===== src/rtl/countdown_timer.sv =====
// Seconds countdown timer with pause/resume, a one-second prescaler,
// per-second tick pulses, a warning band and an expiry pulse/level.
module countdown_timer #(
  parameter int TICKS_PER_SEC = 12000000,
  parameter int WARN_SECS     = 10
) (
  input  logic       clk,
  input  logic       reset,
  input  logic       load,
  input  logic [9:0] load_value,
  input  logic       start,
  input  logic       pause,
  output logic [9:0] remaining,
  output logic       running,
  output logic       tick,
  output logic       expire_pulse,
  output logic       expired,
  output logic       warn
);

  typedef enum logic [1:0] {IDLE, RUN, PAUSE, EXPIRED} state_t;

  localparam logic [26:0] LAST_COUNT = 27'(TICKS_PER_SEC - 1);

  state_t      state;
  logic [26:0] prescaler;
  logic [31:0] remaining_wide;

  // Priority: reset > load > pause > start. The prescaler only advances in RUN,
  // so a resume continues the partially elapsed second.
  always_ff @(posedge clk) begin
    if (!reset) begin
      state        <= IDLE;
      prescaler    <= '0;
      remaining    <= '0;
      tick         <= 1'b0;
      expire_pulse <= 1'b0;
    end else begin
      tick         <= 1'b0;
      expire_pulse <= 1'b0;
      if (load) begin
        remaining <= load_value;
        prescaler <= '0;
        state     <= IDLE;
      end else begin
        case (state)
          IDLE, PAUSE: begin
            if (start && !pause) begin
              if (remaining != '0) begin
                state <= RUN;
              end else begin
                state        <= EXPIRED;
                expire_pulse <= 1'b1;
              end
            end
          end
          RUN: begin
            if (pause) begin
              state <= PAUSE;
            end else if (prescaler == LAST_COUNT) begin
              prescaler <= '0;
              if (remaining != '0) begin
                remaining <= remaining - 10'd1;
                tick      <= 1'b1;
                if (remaining == 10'd1) begin
                  state        <= EXPIRED;
                  expire_pulse <= 1'b1;
                end
              end
            end else begin
              prescaler <= prescaler + 27'd1;
            end
          end
          EXPIRED: state <= EXPIRED;
          default: state <= IDLE;
        endcase
      end
    end
  end

  assign running        = (state == RUN);
  assign expired        = (state == EXPIRED);
  assign remaining_wide = {22'd0, remaining};
  assign warn           = running && (remaining != '0) && (remaining_wide <= 32'(WARN_SECS));

endmodule


===== config.mk =====
export PLATFORM = sky130hd
export DESIGN_NAME = countdown_timer
export DESIGN_NICKNAME = d
export VERILOG_FILES = /design/src/rtl/countdown_timer.sv
export SDC_FILE = /design/constraint.sdc
export NUM_CORES = 1
export LEC_CHECK = 0
export ABC_AREA = 1
export CAP_MARGIN = 25
export CORE_MARGIN = 2
export CORE_UTILIZATION = 40
export CTS_CLUSTER_DIAMETER = 100
export DETAILED_ROUTE_END_ITERATION = 12
export PLACE_DENSITY_LB_ADDON = 0.25
export SYNTH_ARGS = -nofsm -noshare
export SYNTH_HDL_FRONTEND = slang
export SYNTH_SLANG_ARGS = --single-unit

===== constraint.sdc =====
create_clock -name clk -period 1.9 [get_ports clk]
set_input_delay 0.57 -clock clk [delete_from_list [all_inputs] [get_ports clk]]
set_output_delay 0.57 -clock clk [all_outputs]
set_load 0.01 [all_outputs]

==> results_dict.tcl <==
set metrics [dict create \
    min_period_ns 1.875 \
    yosys.area.top_type "dfxtp_1" \
    synth_top_area_share 0.3109 \
    min_path_type "flop to flop" \
    synth_area_um2 2640 \
    drive_gt1_frac 0.2027 \
    vias_per_cell 4.947 \
    drv_slew 0 \
    io_pins 30 \
    required_ns 1.33 \
    drt_iter0_markers 145 \
    numPortBuffers 29 \
    die_h_um 85.24 \
    critical-path-top-delay-family "flip-flops" \
    pre_cts_slack_ns -0.1900 \
    antenna_cells 0 \
    holdWs_ns 0.4986 \
    vdd_drop_max_uv 559.3 \
    fmax_ghz 0.5335 \
    grt_remaining_overflow 0 \
    ctsHtreeMaxLevel 2 \
    crit_chain "inv_2 -> buf_6 -> ha_2 -> o21bai_1 -> a21oi_1 -> buf_2" \
    first_pass_iters 4 \
    synth-edff-count 0 \
    clockRootBuffer "clkbuf_8" \
    cp_slowest_cell "dfxtp_2" \
    hold_viol_final 0 \
    grt_pass1_vias 2818 \
    clock_skew_ns 0.006219 \
    fin_cells 590 \
    rsz0062_at_grt "yes" \
    worstSetupStartpointType "flop" \
    cts_tree "yes" \
    ys_warn_count 0 \
    cp.arrival_ns 1.30 \
    route.vias.total 2919 \
    dp.cells 578 \
    synthCells 429 \
    grt_pass1_wl_mm 12.23 \
    cts-buffers-inserted 5 \
    fin_crit_sh 0.9866 \
    ys.flop_type "dfxtp_1" \
    fp.dieW_um 85.24 \
    ys_ff_latch 41 \
    core_um2 6350 \
    worstHoldPathCells 2 \
    multi_input_area_um2 1643 \
    dpl.hpwl_mm 5.522 \
    worstRegToRegCells 10 \
    clk-insertion-delay-late_ns 0.29 \
    synthTopCellsByCount "nand2_1 (113), nor2_1 (90), inv_1 (45), nand3_1 (43), dfxtp_1 (41)" \
    async_flop_share 0 \
    path_class "flop to output pin" \
    synth_area_leaders "dfxtp_1 (31%), nand2_1 (16%), nor2_1 (13%)" \
    finalWirelength_mm 7.257 \
    post_drt_wl_per_cell_um 12.30 \
    die_area_um2 7266 \
    worst_pin_slew_ns 0.4046 \
    path_buf_inv 3 \
    crit_fanout 5 \
    final_antenna_net_count 0 \
    nFillCells 621 \
    cts_hold_buffers 0 \
    crit_path_end_kind "output pin" \
    cts.sinks 41 \
    ys_types 33 \
    antenna_found_initial 0 \
    cts_buffer_depth 2 \
    syn_area_per_cell_um2 6.154 \
    p_leak_nw 1.615 \
    powerDensity_nw_per_um2 558.5 \
    fin_setup_tns_ns 0 \
    initial_core_util 0.4158 \
    grt_max_degree 19 \
    yosysMostFrequentCell "nand2_1" \
    globalplace.congestion 0.9077 \
    clkTransAtPathRegs_ns 0.08 \
    grt_use_total 0.2059 \
    finalPower_w 0.002006 \
    critPathMaxStageDelay_ns 0.34 \
    synth_nets 449 \
    finalNetCount 532 \
    yosysSeqAreaShare 0.3109 \
    drc_errors 0 \
    regArea_um2 829.5 \
    outcome "complete, no violations" \
    max-cap-violations 0 \
    slew_headroom 0.7288 \
    worstSetupPathDepth 6 \
    rows 29 \
    finalWorstSetupSlack_ns 0.02541 \
    setup_viol 0 \
    syn_to_final_growth_pct 36.02 \
]
## metrics by stage
step / area, µm² / utilization
3_3_place_gp: 3378 / 0.5320
2_1_floorplan: 2640 / -
3_5_place_dp: 3378 / 0.5320
6_report: 3591 / 0.5655
5_1_grt: 3591 / 0.5655
4_1_cts: 3492 / 0.5500
## layout by cell type (no fill, tap or decap), drive strengths merged
master | netlist | final
nor3 | 12 | 12
o21ai | 7 | 7
nand4 | 9 | 9
nand3 | 45 | 46
or2 | 2 | 2
dlygate4sd2 | 0 | 3
buf | 4 | 53
ha | 5 | 5
o21bai | 2 | 2
dlymetal6s2s | 0 | 7
a211oi | 1 | 1
xnor2 | 2 | 2
xor2 | 5 | 5
a21oi | 23 | 23
clkdlybuf4s50 | 0 | 18
o21a | 3 | 3
nor2 | 97 | 97
a21o | 1 | 1
inv | 50 | 50
dfxtp | 41 | 41
nor4 | 1 | 1
bufinv | 0 | 1
clkbuf | 2 | 7
nand2 | 117 | 117
## layer usage
metal / up-vias / track usage / wire length, µm
met1: 1316 / 0.2600 / 3360
met2: 56 / 0.3487 / 3485
li1: 1528 / - / -
met5: - / 0 / 0
met3: 19 / 0.03502 / 234
met4: 0 / 0.08081 / 176
## cell type report
type                            instances  area share
Multi-Input combinational cell        333      0.4575
Sequential cell                        41      0.2310
Timing Repair Buffer                   81      0.2000
Inverter                               50     0.05226
Tap cell                               77     0.02683
Clock buffer                            7     0.02404
Clock inverter                          1    0.008362
## report_power, final
group          switching, W  total, W  leakage (nW)  internal (W)
combinational      0.000190  0.000381          1.22      0.000191
clock              0.000304  0.000732        0.0585      0.000429
sequential        0.0000135  0.000892         0.335      0.000878
## kinds of logic after synthesis
family / after synthesis / share of synthesized area
and+or+nand+nor: 283 / 0.4773
buffers and inverters: 56 / 0.08673
DFF: 41 / 0.3109
AOI/OAI and AO/OA: 37 / 0.07820
xor gates and xnor gates: 7 / 0.02322
adders and majority gates: 5 / 0.02370
## registers in the layout, indices dropped and copies added (netlist names)
signal,flops
state,2
remaining,10
tick,1
expire_pulse,1
prescaler,27
## worst register-to-register path, cell delays in order, from the launching register on
cell and delay, ns:
dfxtp_1 0.38, ha_2 0.22, nand2_1 0.08, nor2_1 0.10, nand2_1 0.11, nor2_1 0.14
nand3_1 0.19, nand2_2 0.16, buf_12 0.15, a21oi_1 0.05, o21a_1 0.11
## worst paths after layout
kind	startpoint	endpoint	slack, ns
min reg2reg	prescaler[24]$_SDFFE_PP0P_	prescaler[24]$_SDFFE_PP0P_	0.50
max	remaining[0]$_SDFFE_PN0P_	warn	0.03
min	prescaler[24]$_SDFFE_PP0P_	prescaler[24]$_SDFFE_PP0P_	0.50
max reg2reg	prescaler[0]$_SDFFE_PP0P_	prescaler[20]$_SDFFE_PP0P_	0.12
## repair_timing
action / in CTS / in global routing
pin swaps: 1 / 8
setup endpoints to repair: 5 / 17
cloned: 0 / 1
setup buffers: 0 / 3
gates resized for setup: 12 / 25
Power figures use the tool's default switching activity.
